==> config.mk <==
export PLATFORM = sky130hd
export DESIGN_NAME = imm_encoder
export DESIGN_NICKNAME = d
export VERILOG_FILES = /design/src/rtl/imm_encoder.sv
export SDC_FILE = /design/constraint.sdc
export NUM_CORES = 1
export LEC_CHECK = 0
export BUFFER_PORTS_ARGS = -buffer_cell sky130_fd_sc_hd__buf_2
export CORE_ASPECT_RATIO = 2
export CORE_MARGIN = 2
export CORE_UTILIZATION = 58
export DETAILED_ROUTE_END_ITERATION = 10
export GPL_TIMING_DRIVEN = 0
export PLACE_DENSITY = 0.85
export SKIP_CTS_REPAIR_TIMING = 1
export SYNTH_ARGS = -nofsm -noshare
export SYNTH_HDL_FRONTEND = slang
export SYNTH_SLANG_ARGS = --single-unit
==> constraint.sdc <==
create_clock -name clk_i -period 10.85 [get_ports clk_i]
set_input_delay 2.17 -clock clk_i [delete_from_list [all_inputs] [get_ports clk_i]]
set_output_delay 2.17 -clock clk_i [all_outputs]
set_load 0.1 [all_outputs]
==> src/rtl/imm_encoder.sv <==
// imm_encoder: packs a 32-bit immediate into the RV32I I/S/B/U/J immediate fields of a base word.
// Two-stage valid/ready pipeline: S1 holds the accepted request, S2 holds the encoded result.
module imm_encoder #(
    parameter int DATA_WIDTH = 32,
    parameter int CNT_WIDTH  = 8
) (
    input  logic                  clk_i,
    input  logic                  rst_i,
    input  logic                  valid_i,
    output logic                  ready_o,
    input  logic [2:0]            ImmSrc_i,
    input  logic [DATA_WIDTH-1:0] Imm_i,
    input  logic [DATA_WIDTH-1:0] Base_i,
    output logic                  valid_o,
    input  logic                  ready_i,
    output logic [DATA_WIDTH-1:0] Instr_o,
    output logic                  Err_o,
    output logic [CNT_WIDTH-1:0]  ErrCnt_o
);

    localparam logic [2:0] SRC_I = 3'b000;
    localparam logic [2:0] SRC_B = 3'b001;
    localparam logic [2:0] SRC_S = 3'b010;
    localparam logic [2:0] SRC_U = 3'b011;
    localparam logic [2:0] SRC_J = 3'b100;

    logic                  s1_valid;
    logic [2:0]            s1_src;
    logic [DATA_WIDTH-1:0] s1_imm;
    logic [DATA_WIDTH-1:0] s1_base;

    logic                  s1_load;
    logic                  s2_load;
    logic                  out_fire;

    logic [DATA_WIDTH-1:0] enc_instr;
    logic                  enc_err;
    logic                  fits_11;
    logic                  fits_12;
    logic                  fits_20;

    assign s2_load  = s1_valid && (!valid_o || ready_i);
    assign ready_o  = !s1_valid || s2_load;
    assign s1_load  = valid_i && ready_o;
    assign out_fire = valid_o && ready_i;

    // Upper bits must be a pure sign extension of the field's top bit.
    assign fits_11 = (&s1_imm[31:11]) || !(|s1_imm[31:11]);
    assign fits_12 = (&s1_imm[31:12]) || !(|s1_imm[31:12]);
    assign fits_20 = (&s1_imm[31:20]) || !(|s1_imm[31:20]);

    always_comb begin
        enc_instr = s1_base;
        enc_err   = 1'b0;
        case (s1_src)
            SRC_I: begin
                enc_instr[31:20] = s1_imm[11:0];
                enc_err          = !fits_11;
            end
            SRC_S: begin
                enc_instr[31:25] = s1_imm[11:5];
                enc_instr[11:7]  = s1_imm[4:0];
                enc_err          = !fits_11;
            end
            SRC_B: begin
                enc_instr[31]    = s1_imm[12];
                enc_instr[30:25] = s1_imm[10:5];
                enc_instr[11:8]  = s1_imm[4:1];
                enc_instr[7]     = s1_imm[11];
                enc_err          = !fits_12 || s1_imm[0];
            end
            SRC_U: begin
                enc_instr[31:12] = s1_imm[31:12];
                enc_err          = |s1_imm[11:0];
            end
            SRC_J: begin
                enc_instr[31]    = s1_imm[20];
                enc_instr[30:21] = s1_imm[10:1];
                enc_instr[20]    = s1_imm[11];
                enc_instr[19:12] = s1_imm[19:12];
                enc_err          = !fits_20 || s1_imm[0];
            end
            default: begin
                enc_instr = s1_base;
                enc_err   = 1'b1;
            end
        endcase
    end

    always_ff @(posedge clk_i or posedge rst_i) begin
        if (rst_i) begin
            s1_valid <= 1'b0;
            s1_src   <= '0;
            s1_imm   <= '0;
            s1_base  <= '0;
        end else begin
            if (ready_o) begin
                s1_valid <= valid_i;
            end
            if (s1_load) begin
                s1_src  <= ImmSrc_i;
                s1_imm  <= Imm_i;
                s1_base <= Base_i;
            end
        end
    end

    always_ff @(posedge clk_i or posedge rst_i) begin
        if (rst_i) begin
            valid_o <= 1'b0;
            Instr_o <= '0;
            Err_o   <= 1'b0;
        end else if (s2_load) begin
            valid_o <= 1'b1;
            Instr_o <= enc_instr;
            Err_o   <= enc_err;
        end else if (out_fire) begin
            valid_o <= 1'b0;
        end
    end

    // Saturates at all-ones so a long error burst never reads back as a small count.
    always_ff @(posedge clk_i or posedge rst_i) begin
        if (rst_i) begin
            ErrCnt_o <= '0;
        end else if (out_fire && Err_o && !(&ErrCnt_o)) begin
            ErrCnt_o <= ErrCnt_o + CNT_WIDTH'(1);
        end
    end

endmodule

==> flow_summary.yaml, run 1 <==
run_status:
  outcome: "finished, final reports clean"
cts:
  cts_root_buffer: "clkbuf_16"
  clk_pin_slew_ns: 0.06
  clock_sinks: 110
  worst_skew_pair.late_latency_ns: 0.34
  htreeDepth: 3
  clock_path_buffers: 2
  cts_made_buffers: 9
  cts_tree: "built"
synth:
  synth_top_area_cell: "dfrtp_1"
  yosys-top-cells-area: "dfrtp_1 57%, mux2_2 18%, nand2_1 4.3%, mux2i_1 3.3%, o21ai_0 3.1%"
  synth_seq_cells: 110
  synthCells: 400
  ys_async_sr_fraction: 1.00
  ys_seq_area_frac: 0.572
  synth.avg_cell_area_um2: 12.0
  yosysWarnings: 0
  synth_edf_count: 0
  yosysTopAreaCellShare: 0.572
  synth_nets: 472
  syn_area_um2: 4810
  synth_common_cells: "110 x dfrtp_1, 76 x mux2_2, 55 x nand2_1"
  synth_top_flop_cell: "dfrtp_1"
  synth_cell_types: 35
  synth_most_common_cell: "dfrtp_1"
floorplan:
  die_w_um: 68.4
  rows: 47
  io_pins: 114
  coreArea_um2: 8170
  initial_utilization: 0.589
  die_area_um2: 9090
  die_h_um: 133
final_layout:
  antennaDiodeCount: 0
  drive_above_1_share: 0.415
  stdcell_area_um2: 5820
  layout.nets: 597
  syn_to_final_growth_pct: 20.9
  fill_cells: 596
global_route:
  grt_pass1_vias: 3836
  grt_pass1_wl_um: 18500
  grt_antenna_before_repair: 0
  overflow: 0
  track_usage: 0.277
  grt_max_degree: 63
route:
  route.vias.total: 3639
  wl_per_cell_um: 18.7
  totalWireLength_um: 11700
  vias_per_cell: 5.81
  dr.pass1.iters: 4
  drc_errors: 0
  drt_iter0_drc: 192
  final_antenna_net_count: 0
placed_design:
  io_buffers: 113
  dp_hpwl_um: 8900
  dp_slack_ns: 5.85
  place_congestion: 0.915
  dpl_cell_area_um2: 5530
setup_path:
  crit_top_cell: "buf_2"
  crit_chain: "buf_2 -> nand3b_1 -> buf_2"
  path_max_fanout: 3
  end_kind: "output pin"
  critPathMaxStageDelay_ns: 0.44
  cp.arrival_ns: 2.83
  critPathKind: "input port to output pin"
  startpoint_type: "input port"
  cp_num_buf_inv: 2
  path_delay_family: "buffers and inverters"
  cp.required_ns: 8.68
  crit_slowest_cell: "buf_2"
sta:
  setup-tns-final_ns: 0
  finalWorstSetupSlack_ns: 5.85
  fin_skew_ns: 0.00307
  clock.fmax_mhz: 200
  max_slew_margin: 0.571
  timing.final.crit_period_ns: 5.00
  finalSetupViolCount: 0
  fin_crit_sh: 0.461
  tightest_slew_ns: 0.644
  timing.final.max_slew_violations: 0
  hold_viol: 0
  rsz0062_at_grt: "false"
pwr:
  max-vdd-ir-drop_mv: 0.149
  powerDensity_nw_per_um2: 256
  leakage_nw: 2.70
  finalPower_mw: 1.49
run:
  cap_viol_max_count: 0
worst_hold_path:
  min_path_type: "register to register"
==> registers in the layout, indices dropped and copies added (netlist names) <==
register,count
s1_base,32
ErrCnt_o,8
Instr_o,32
valid_o,1
s1_imm,32
s1_valid,1
s1_src,3
Err_o,1
==> path summary, 6_finish.rpt <==
path                                   from          end  slack [ns]  cells past startpoint
worst min register to register  Instr_o[15]  Instr_o[15]        0.48                      2
max in group asynchronous             rst_i   s1_base[1]        8.24                      3
worst min-delay path            Instr_o[15]  Instr_o[15]        0.48                      2
min in group asynchronous             rst_i  s1_base[10]        1.90                      2
worst max register to register      valid_o  Instr_o[30]        9.03                      6
worst max-delay path                ready_i      ready_o        5.85                      3
==> stage by stage <==
step	hold WS [ns]	std cells	utilization
after floorplan	0.470	400	-
after global placement	0.460	611	0.673
after detailed placement	0.471	612	0.677
after CTS	0.484	626	0.712
after global routing	0.511	626	0.712
final	0.482	626	0.712
==> power breakdown <==
group | total (mW) | leakage [nW] | switching [mW] | internal, mW
sequential | 0.568 | 1.30 | 0.0747 | 0.493
combinational | 0.600 | 1.25 | 0.465 | 0.135
clock | 0.324 | 0.142 | 0.134 | 0.189
==> area by class of cell <==
type	instances	area (um^2)	share of cell area
Buffer	21	97.6	0.0168
Clock buffer	13	260	0.0447
Clock inverter	1	30.0	0.00516
Inverter	2	10.0	0.00172
Multi-Input combinational cell	267	1960	0.336
Sequential cell	110	2750	0.473
Tap cell	98	123	0.0211
Timing Repair Buffer	114	593	0.102
==> metal layers <==
metal  vias to the layer above  global-route usage  share of wire
li1                       1676                   -              -
met2                       135               0.494           0.57
met1                      1783               0.288           0.33
met3                        45              0.0502          0.049
met5                         -                   0              0
met4                         0               0.152          0.049
==> cells in the final DEF (no fill, tap or decap), types with 2 or more instances in the layout <==
master,netlist,final
mux2i_1,16,16
mux2_2,76,76
buf_2,15,128
clkbuf_8,0,2
nor2_1,13,13
and3_1,2,2
nor4_1,6,6
dfrtp_1,110,110
o21ai_0,30,30
nand3_1,4,4
xnor2_1,6,6
o22ai_1,7,7
o211ai_1,2,2
o221ai_1,6,6
a21oi_1,7,7
clkbuf_1,5,7
clkbuf_16,0,9
nand2b_1,7,7
nor3_1,4,4
nand4_1,9,9
nor2b_1,2,2
nand2_1,55,55
xor2_1,3,3
==> worst min-delay path, stage by stage, from the launching register on <==
cell and delay [ns]:
dfrtp_1 0.34, nand2_1 0.05, o21ai_0 0.06
==> logic make-up (layout without fill, tap and decap cells) <==
group                    after synthesis  in the layout  share of synthesized area
AO/OA/AOI/OAI                         60             60                     0.0769
XOR/XNOR                               9              9                     0.0164
adder cells (fa/ha/maj)                1              1                    0.00260
buffers and inverters                 23            151                     0.0218
flip-flops                           110            110                      0.572
multiplexers                          92             92                      0.211
AND/OR/NAND/NOR                      105            105                     0.0995
(Power assumes the default switching activity.)
==> inputs of run 2 (changes only) <==
Settings changed: CORE_UTILIZATION 58 to 48, PLACE_DENSITY 0.85 to 0.75.
Clock period 10.85 ns to 4.5 ns, I/O delays scaled along.
==> flow_summary.yaml, run 2 (same netlist as run 1, synthesis figures left out) <==
pwr:
  powerDensity_nw_per_um2: 621
  finalPower_mw: 3.66
  leakage_nw: 2.71
  max-vdd-ir-drop_mv: 0.390
worst_hold_path:
  min_path_type: "register to register"
  worstHoldStart: "Instr_o[30]"
global_route:
  overflow: 0
  track_usage: 0.232
  grt_pass1_vias: 3794
  grt_max_degree: 66
  grt_antenna_before_repair: 0
  grt_pass1_wl_um: 19000
final_layout:
  syn_to_final_growth_pct: 22.5
  layout_common_cells: "128 x buf_2, 110 x dfrtp_1, 76 x mux2_2"
  drive_above_1_share: 0.421
  layout.nets: 597
  fin_util: 0.604
  layout_commonest_cell: "buf_2"
  antennaDiodeCount: 0
  reg_top3: "Instr_o: 32 flops, s1_base: 32 flops, s1_imm: 32 flops"
floorplan:
  die_area_um2: 10900
  rows: 51
  die_w_um: 74.8
  io_pins: 114
  coreArea_um2: 9760
  die_h_um: 146
  initial_utilization: 0.493
sta:
  timing.final.crit_period_ns: 2.49
  fin_skew_ns: 0.00638
  hold_viol: 0
  clock.fmax_mhz: 402
  finalSetupViolCount: 0
  max_slew_margin: 0.473
  fin_crit_sh: 0.553
  timing.final.max_slew_violations: 0
  rsz0062_at_grt: "false"
  tightest_slew_ns: 0.790
route:
  totalWireLength_um: 11800
  final_antenna_net_count: 0
  wl_per_cell_um: 17.8
  route.vias.total: 3599
  dr.pass1.iters: 4
  drc_errors: 0
  drt_iter0_drc: 236
  vias_per_cell: 5.44
cts:
  cts_root_buffer: "clkbuf_16"
  clk_pin_slew_ns: 0.07
  clock_sinks: 110
  clock_path_buffers: 2
  cts_tree: "built"
  worst_skew_pair.late_latency_ns: 0.34
  htreeDepth: 3
  cts_made_buffers: 9
setup_path:
  end_kind: "output pin"
  startpoint_type: "input port"
  cp.arrival_ns: 1.59
  path_max_fanout: 3
  reg2reg_from: "s1_valid"
  crit_start: "ready_i"
  cp.required_ns: 3.60
  critPathKind: "input port to output pin"
run_status:
  outcome: "finished, final reports clean"
placed_design:
  io_buffers: 113
  place_congestion: 0.893
  dp_hpwl_um: 9100
run:
  cap_viol_max_count: 0
## run 2: final timing paths
path                       slack [ns]  cells after the start           to
setup / recovery                 2.01                      3      ready_o
hold / removal                   0.48                      2  Instr_o[30]
setup reg to reg                 2.68                      5   s1_base[8]
hold reg to reg                  0.48                      2  Instr_o[30]
max in group asynchronous        3.09                      3   Instr_o[0]
min in group asynchronous        0.70                      2  s1_base[10]
## run 2: report_power, final
part,internal [mW],total [mW],switching (mW),leakage (nW)
clock network,0.506,0.858,0.352,0.155
registers,1.19,1.36,0.171,1.30
logic,0.325,1.45,1.12,1.25
## run 2: cell type report
type / instances / area, um^2
buffer: 21 / 97.6
clock buffer: 10 / 239
clock inverter: 6 / 92.6
fill: 829 / 3860
inverter: 2 / 10.0
multi-input combinational: 267 / 1960
sequential: 110 / 2750
tap: 132 / 165
timing repair buffer: 114 / 586
## run 2: worst max-delay path, cell delays in order
cell      delay, ns
buf_2          0.09
nand3b_1       0.15
buf_2          0.45
## run 2: stage by stage
step                      setup TNS [ns]  cell area [um^2]  setup WS, ns  hold WS, ns  instances
after global routing                   0              5900          1.97        0.500        662
after CTS                              0              5900          2.01        0.482        662
after global placement            -37.07              5550        -0.346        0.464        645
final                                  0              5900          2.01        0.478        662
after detailed placement               0              5570          1.99        0.467        646
after floorplan                        0              4810         0.698        0.470        400
## run 2: routing by layer
metal	vias up	part of all wire	global-route usage
met5	-	0	0
met4	0	0.034	0.107
met3	28	0.055	0.0512
met2	130	0.57	0.415
met1	1760	0.34	0.245
li1	1681	-	-
